===== config.mk =====
export PLATFORM = sky130hd
export DESIGN_NAME = lcd_hex_streamer
export DESIGN_NICKNAME = d
export VERILOG_FILES = /design/src/rtl/lcd_pkg.sv /design/src/rtl/hex_nibble_to_ascii.sv /design/src/rtl/lcd_hex_streamer.sv
export SDC_FILE = /design/constraint.sdc
export NUM_CORES = 1
export LEC_CHECK = 0
export CAP_MARGIN = 20
export CELL_PAD_IN_SITES_DETAIL_PLACEMENT = 0
export CELL_PAD_IN_SITES_GLOBAL_PLACEMENT = 1
export CORE_MARGIN = 3
export CORE_UTILIZATION = 33
export CTS_CLUSTER_DIAMETER = 80
export DETAILED_ROUTE_END_ITERATION = 10
export HOLD_SLACK_MARGIN = 0.12
export PLACE_DENSITY = 0.86
export SYNTH_ARGS = -nofsm -noshare
export SYNTH_HDL_FRONTEND = slang
export SYNTH_SLANG_ARGS = --single-unit

===== constraint.sdc =====
create_clock -name clk -period 2.8 [get_ports clk]
set_clock_uncertainty 0.15 [all_clocks]
set_input_delay 0.56 -clock clk [delete_from_list [all_inputs] [get_ports clk]]
set_output_delay 0.56 -clock clk [all_outputs]
set_load 0.02 [all_outputs]

===== src/rtl/lcd_pkg.sv =====
// Shared constants and types for the LCD hex streamer family.
// Holds the ASCII pieces used to build characters and the frame FSM states.
package lcd_pkg;

    localparam logic [7:0] ASCII_SPACE       = 8'h20;
    localparam logic [3:0] ASCII_DIGIT_HI    = 4'h3;
    localparam logic [3:0] ASCII_ALPHA_HI_UC = 4'h4;
    localparam logic [3:0] ASCII_ALPHA_HI_LC = 4'h6;

    typedef enum logic [1:0] {
        IDLE,
        EMIT,
        FIN
    } state_e;

    // Index width for a counter covering 0..n-1, never narrower than one bit.
    function automatic int idxWidth(input int n);
        return (n > 1) ? $clog2(n) : 1;
    endfunction

endpackage


===== src/rtl/hex_nibble_to_ascii.sv =====
// Converts one hex nibble into the two ASCII nibbles of its character.
// Digits 0-9 map to 0x30-0x39, A-F to 0x41-0x46 or 0x61-0x66.
module hex_nibble_to_ascii
    import lcd_pkg::*;
(
    input  logic [3:0] nibble_i,
    input  logic       lowercase_i,
    output logic [3:0] up_o,
    output logic [3:0] low_o
);

    // Letters start at 0x41/0x61, so value 10 lands on low nibble 1.
    always_comb begin
        up_o  = ASCII_DIGIT_HI;
        low_o = nibble_i;
        if (nibble_i >= 4'd10) begin
            up_o  = lowercase_i ? ASCII_ALPHA_HI_LC : ASCII_ALPHA_HI_UC;
            low_o = nibble_i - 4'd9;
        end
    end

endmodule


===== src/rtl/lcd_hex_streamer.sv =====
// Snapshots a set of words on start and streams them to the LCD write
// controller as ASCII hex characters over a valid/ready handshake, with
// optional word separators, leading-zero blanking and lowercase letters.
// WORD_W must be a multiple of 4.
module lcd_hex_streamer
    import lcd_pkg::*;
#(
    parameter int WORD_W    = 16,
    parameter int NUM_WORDS = 2,
    parameter int SEP_EN    = 1,
    parameter int LOWERCASE = 0
) (
    input  logic                          clk,
    input  logic                          rst,
    input  logic                          start,
    input  logic                          blank_lz,
    input  logic [NUM_WORDS*WORD_W-1:0]   words_in,
    output logic                          busy,
    output logic                          char_valid,
    input  logic                          char_ready,
    output logic [3:0]                    char_up,
    output logic [3:0]                    char_low,
    output logic                          char_last,
    output logic                          done
);

    localparam int D      = WORD_W / 4;
    localparam int DIG_W  = idxWidth(D);
    localparam int WIDX_W = idxWidth(NUM_WORDS);
    localparam int DIG_SLOTS  = 2 ** DIG_W;
    localparam int WORD_SLOTS = 2 ** WIDX_W;
    localparam logic [DIG_W-1:0]  DIG_MAX  = DIG_W'(D - 1);
    localparam logic [WIDX_W-1:0] WORD_MAX = WIDX_W'(NUM_WORDS - 1);
    localparam logic              LC_MODE  = (LOWERCASE != 0);

    state_e                        state_q;
    logic [NUM_WORDS*WORD_W-1:0]   snapWords_q;
    logic                          blankLz_q;
    logic [WIDX_W-1:0]             wordIdx_q;
    logic [DIG_W-1:0]              digIdx_q;
    logic                          onSep_q;
    logic                          seenNz_q;
    logic [3:0]                    charUp_q;
    logic [3:0]                    charLow_q;
    logic                          charValid_q;
    logic                          charLast_q;
    logic                          busy_q;
    logic                          done_q;

    logic [WIDX_W-1:0]             nxtWord_d;
    logic [DIG_W-1:0]              nxtDig_d;
    logic                          nxtSep_d;
    logic                          nxtSeenIn_d;
    logic [NUM_WORDS*WORD_W-1:0]   srcWords_d;
    logic                          srcBlank_d;

    logic [WORD_W-1:0]             wordArr [WORD_SLOTS];
    logic [3:0]                    digArr  [DIG_SLOTS];
    logic [WORD_W-1:0]             curWord;
    logic [3:0]                    nibble;
    logic [3:0]                    hexUp;
    logic [3:0]                    hexLow;

    logic [3:0]                    genUp_d;
    logic [3:0]                    genLow_d;
    logic                          genSeen_d;
    logic                          genLast_d;

    logic                          xfer;

    // Work out which character position is loaded next: position 0 from the
    // live inputs when idle, otherwise the one after the character on show.
    always_comb begin
        nxtWord_d   = wordIdx_q;
        nxtDig_d    = digIdx_q;
        nxtSep_d    = 1'b0;
        nxtSeenIn_d = seenNz_q;
        srcWords_d  = snapWords_q;
        srcBlank_d  = blankLz_q;
        if (state_q == IDLE) begin
            nxtWord_d   = '0;
            nxtDig_d    = DIG_MAX;
            nxtSeenIn_d = 1'b0;
            srcWords_d  = words_in;
            srcBlank_d  = blank_lz;
        end else if (onSep_q) begin
            nxtWord_d   = wordIdx_q + 1'b1;
            nxtDig_d    = DIG_MAX;
            nxtSeenIn_d = 1'b0;
        end else if (digIdx_q != '0) begin
            nxtDig_d    = digIdx_q - 1'b1;
        end else if (SEP_EN != 0) begin
            nxtSep_d    = 1'b1;
        end else begin
            nxtWord_d   = wordIdx_q + 1'b1;
            nxtDig_d    = DIG_MAX;
            nxtSeenIn_d = 1'b0;
        end
    end

    // Unpack words and digits into power-of-two arrays so the index
    // counters can address them without running off the end.
    for (genvar gw = 0; gw < WORD_SLOTS; gw++) begin : g_words
        if (gw < NUM_WORDS) begin : g_real
            assign wordArr[gw] = srcWords_d[gw*WORD_W +: WORD_W];
        end else begin : g_pad
            assign wordArr[gw] = '0;
        end
    end

    assign curWord = wordArr[nxtWord_d];

    for (genvar gd = 0; gd < DIG_SLOTS; gd++) begin : g_digits
        if (gd < D) begin : g_real
            assign digArr[gd] = curWord[gd*4 +: 4];
        end else begin : g_pad
            assign digArr[gd] = 4'h0;
        end
    end

    assign nibble = digArr[nxtDig_d];

    hex_nibble_to_ascii u_hex (
        .nibble_i    (nibble),
        .lowercase_i (LC_MODE),
        .up_o        (hexUp),
        .low_o       (hexLow)
    );

    // Pick the final character: separator, blanked leading zero or digit.
    // The last digit of a word is never blanked so a zero word shows "0".
    always_comb begin
        genUp_d   = hexUp;
        genLow_d  = hexLow;
        genSeen_d = nxtSeenIn_d | (nibble != 4'h0);
        genLast_d = (nxtWord_d == WORD_MAX) && (nxtDig_d == '0) && !nxtSep_d;
        if (nxtSep_d) begin
            {genUp_d, genLow_d} = ASCII_SPACE;
            genSeen_d           = 1'b0;
        end else if (srcBlank_d && !nxtSeenIn_d && (nibble == 4'h0) && (nxtDig_d != '0)) begin
            {genUp_d, genLow_d} = ASCII_SPACE;
        end
    end

    assign xfer = charValid_q && char_ready;

    // Frame FSM with registered outputs; the presented character only
    // changes on a transfer, so stalls hold it stable.
    always_ff @(posedge clk) begin
        if (rst) begin
            state_q     <= IDLE;
            snapWords_q <= '0;
            blankLz_q   <= 1'b0;
            wordIdx_q   <= '0;
            digIdx_q    <= '0;
            onSep_q     <= 1'b0;
            seenNz_q    <= 1'b0;
            charUp_q    <= 4'h0;
            charLow_q   <= 4'h0;
            charValid_q <= 1'b0;
            charLast_q  <= 1'b0;
            busy_q      <= 1'b0;
            done_q      <= 1'b0;
        end else begin
            case (state_q)
                IDLE: begin
                    done_q <= 1'b0;
                    if (start) begin
                        snapWords_q <= words_in;
                        blankLz_q   <= blank_lz;
                        wordIdx_q   <= nxtWord_d;
                        digIdx_q    <= nxtDig_d;
                        onSep_q     <= nxtSep_d;
                        seenNz_q    <= genSeen_d;
                        charUp_q    <= genUp_d;
                        charLow_q   <= genLow_d;
                        charLast_q  <= genLast_d;
                        charValid_q <= 1'b1;
                        busy_q      <= 1'b1;
                        state_q     <= EMIT;
                    end
                end
                EMIT: begin
                    if (xfer) begin
                        if (charLast_q) begin
                            charValid_q <= 1'b0;
                            charLast_q  <= 1'b0;
                            done_q      <= 1'b1;
                            state_q     <= FIN;
                        end else begin
                            wordIdx_q   <= nxtWord_d;
                            digIdx_q    <= nxtDig_d;
                            onSep_q     <= nxtSep_d;
                            seenNz_q    <= genSeen_d;
                            charUp_q    <= genUp_d;
                            charLow_q   <= genLow_d;
                            charLast_q  <= genLast_d;
                        end
                    end
                end
                FIN: begin
                    done_q  <= 1'b0;
                    busy_q  <= 1'b0;
                    state_q <= IDLE;
                end
                default: begin
                    state_q <= IDLE;
                end
            endcase
        end
    end

    assign busy       = busy_q;
    assign char_valid = charValid_q;
    assign char_up    = charUp_q;
    assign char_low   = charLow_q;
    assign char_last  = charLast_q;
    assign done       = done_q;

endmodule


==> qor.csv <==
metric;value;unit
status;finished, final reports clean;
tightest_slew;0.678;ns
cts-root-buf;clkbuf_8;
synthCells;296;
diodes;0;
startpoint_type;flop;
ant_nets;0;
drv_cap;0;
cp_cell_sequence;buf_4 > xnor2_2 > o311ai_1 > o21ai_1 > a31oi_2 > ha_1 > inv_1 > and2_4 > a211oi_4 > nand2_1 > a31oi_1;
ys_top_cells_by_area;dfxtp_1 44%, nand2_1 13%, a21oi_1 9.6%;
vdd_drop_max;0.224;mV
p_leak;1.19;nW
max_slew_margin;54.7;%
cts.path.max_buffers;2;
viasPerCell;4.85;
cts_tree;done;
cts_buffers;5;
final-hold-violation-count;0;
synth_top_family_by_area;simple AND/OR/NAND/NOR gates;
power.density;504;nW/um2
cts_setup_buffers;0;
drc;0;
grt_max_degree;20;
fmax;378;MHz
required;2.88;ns
ys.flop_type;dfxtp_1;
die_x;90.3;um
yosysSeqAreaShare;43.5;%
synth_top_cell_by_area;dfxtp_1;
cp_num_buf_inv;2;
overflow;0;
initial_core_util;34.3;%
regToRegSetupSlack;0.16;ns
yosys.area.top_type_share;43.5;%
synthAdderAreaFrac;1.60;%
syn-num-nets;336;
clk_latency;0.30;ns
critical_path.max_stage_delay;0.39;ns
hold_slack;0.305;ns
rows;30;
crit_slowest_cell;dfxtp_4;
portBuffers;47;
fin_crit;2.64;ns
cp.arrival;2.72;ns
worst_r2r_path_depth;11;
first_iter_violations;113;
place_inst;444;
finalNetCount;395;
setup_viol;0;
worst-setup-path-type;reg -> reg;
yosys.area_share.simple;23.4;%
yosys_warnings;0;
worst_setup_path_end_kind;flop;
htree_levels;2;
startpoint;wordIdx_q$_SDFFE_PP0P_;
layout_commonest_cell;nand2_1;
hp-class;reg -> reg;
core;6830;um2
syn_to_final_growth;35.0;%
worstSetupPathDepth;11;
track_usage;14.5;%
synth-seq-cells;51;
pin_count;49;
drt_wl_total;5860;um
cp_top_family;compound AO/OA/AOI/OAI gates;
dieArea;8150;um2
die_h;90.3;um
regToRegEndpoint;char_low[0]$_SDFFE_PP0P_;
wl_per_cell;13.0;um
synth_compound_area_share;20.0;%
drive_gt1_share;13.5;%
fin_cells;452;
cts.sinks;51;
post-dp-hpwl;4550;um
synth_xor_area_share;1.39;%
routabilityCongestion;0.866;
syn_area;2340;um2
synth-edff-count;0;
vias;2193;
grt_pass1_vias;2025;
path_max_fanout;7;
post-route-period-util;94.4;%
postSynthAreaPerCell;7.92;um2
grt_pass1_wl;9670;um
async_reset_ff_share;0;%
drtPass1Iterations;4;
antenna_found_initial;0;
ys_types;47;
endpoint;char_low[0]$_SDFFE_PP0P_;
cts_hold_buf;0;
synthMuxAreaShare;5.55;%
final_cell_mix;80 x nand2_1, 49 x dfxtp_1, 47 x clkdlybuf4s50_1, 45 x a21oi_1, 25 x buf_4;
path_clk_slew;0.09;ns
drv_slew;0;
rr_startpoint;wordIdx_q$_SDFFE_PP0P_;
==> state kept, by name (all words and copies together), names as in the netlist <==
register and count:
char_low 4, done 1, digIdx_q 2, char_valid 1, state_q 2, blankLz_q 1
char_up 3, seenNz_q 1, onSep_q 1, char_last 1, busy 1, snapWords_q 32
wordIdx_q 1
==> power breakdown <==
part	switching, W	total, W	internal (W)
Clock	0.000234	0.000410	0.000176
Combinational	0.000188	0.000378	0.000190
Sequential	0.0000344	0.000808	0.000773
==> metrics by stage <==
| stage | utilization (%) | total power [W] | TNS [ns] | setup WS [ns] | area (um2) |
|---|---|---|---|---|---|
| finish | 46.3 | 0.00160 | 0 | 0.157 | 3160 |
| global route | 46.3 | 0.00168 | -0.00471 | -0.00471 | 3160 |
| CTS | 45.9 | 0.00159 | 0 | 0.0306 | 3130 |
| detailed placement | 44.7 | 0.00119 | -0.670 | -0.171 | 3050 |
| global placement | 44.7 | 0.00119 | -0.170 | -0.0888 | 3050 |
| floorplan | - | 0.00103 | 0 | 0.0296 | 2360 |
==> worst register-to-register path, cell delays in order, from the launching register on <==
cell      delay, ns
dfxtp_4        0.39
buf_4          0.18
xnor2_2        0.15
o311ai_1       0.33
o21ai_1        0.14
a31oi_2        0.26
ha_1           0.21
inv_1          0.06
and2_4         0.15
a211oi_4       0.30
nand2_1        0.09
a31oi_1        0.16
==> worst min-delay path by stage <==
stage,start,end,slack [ns],cells after the start
2_1_floorplan,snapWords_q[11]$_SDFFE_PP0P_,snapWords_q[11]$_SDFFE_PP0P_,0.28,2
3_3_place_gp,snapWords_q[15]$_SDFFE_PP0P_,snapWords_q[15]$_SDFFE_PP0P_,0.29,2
3_5_place_dp,snapWords_q[13]$_SDFFE_PP0P_,snapWords_q[13]$_SDFFE_PP0P_,0.30,2
4_1_cts,snapWords_q[13]$_SDFFE_PP0P_,snapWords_q[13]$_SDFFE_PP0P_,0.31,2
5_1_grt,snapWords_q[12]$_SDFFE_PP0P_,snapWords_q[12]$_SDFFE_PP0P_,0.33,2
6_report,snapWords_q[18]$_SDFFE_PP0P_,snapWords_q[18]$_SDFFE_PP0P_,0.31,2
==> final cells by class <==
class	count	area [um2]
clock inverter	1	5.00
timing repair buffer	72	658
tap	96	120
clock buffer	7	76.3
fill	703	3670
multi-input combinational	222	1270
inverter	3	11.3
sequential	51	1030
==> logic make-up after synthesis <==
logic type | Yosys count
AOI/OAI and AO/OA | 76
buffers and inverters | 23
muxes | 12
adders and majority gates | 3
DFF | 51
xor gates and xnor gates | 2
and+or+nand+nor | 128
other | 1
==> per-layer routing <==
| layer | part of all wire, % | wire, um | GRT usage [%] | vias up |
|---|---|---|---|---|
| met2 | 48 | 2820 | 24.7 | 46 |
| li1 | - | - | - | 1131 |
| met3 | 4.2 | 249 | 3.08 | 6 |
| met4 | 1.5 | 86 | 4.97 | 0 |
| met5 | 0 | 0 | 0 | - |
| met1 | 46 | 2710 | 18.1 | 1010 |
==> cell usage after synthesis (2+ instances only) <==
| cell | n |
|---|---|
| nand3b_1 | 3 |
| a31oi_1 | 3 |
| and3_1 | 2 |
| ha_1 | 3 |
| clkbuf_1 | 16 |
| or3_1 | 3 |
| nor3_1 | 6 |
| nand2_1 | 80 |
| mux2i_1 | 4 |
| o21ai_0 | 5 |
| nand2b_1 | 4 |
| inv_1 | 3 |
| nor2b_1 | 5 |
| mux2_2 | 3 |
| and2_1 | 2 |
| buf_4 | 2 |
| nand3_1 | 4 |
| nand4_1 | 2 |
| nor2_1 | 17 |
| mux2_1 | 5 |
| a21oi_1 | 45 |
| o21ai_1 | 3 |
| o21ba_2 | 2 |
| dfxtp_1 | 51 |
==> repair_timing <==
| action | CTS | global route |
|---|---|---|
| setup endpoints to repair | 3 | 5 |
| gates resized for setup | 1 | 10 |
| pin swaps | 0 | 2 |
| hold endpoints to repair | 0 | 0 |
No activity file was read; power rests on OpenSTA's default activity.
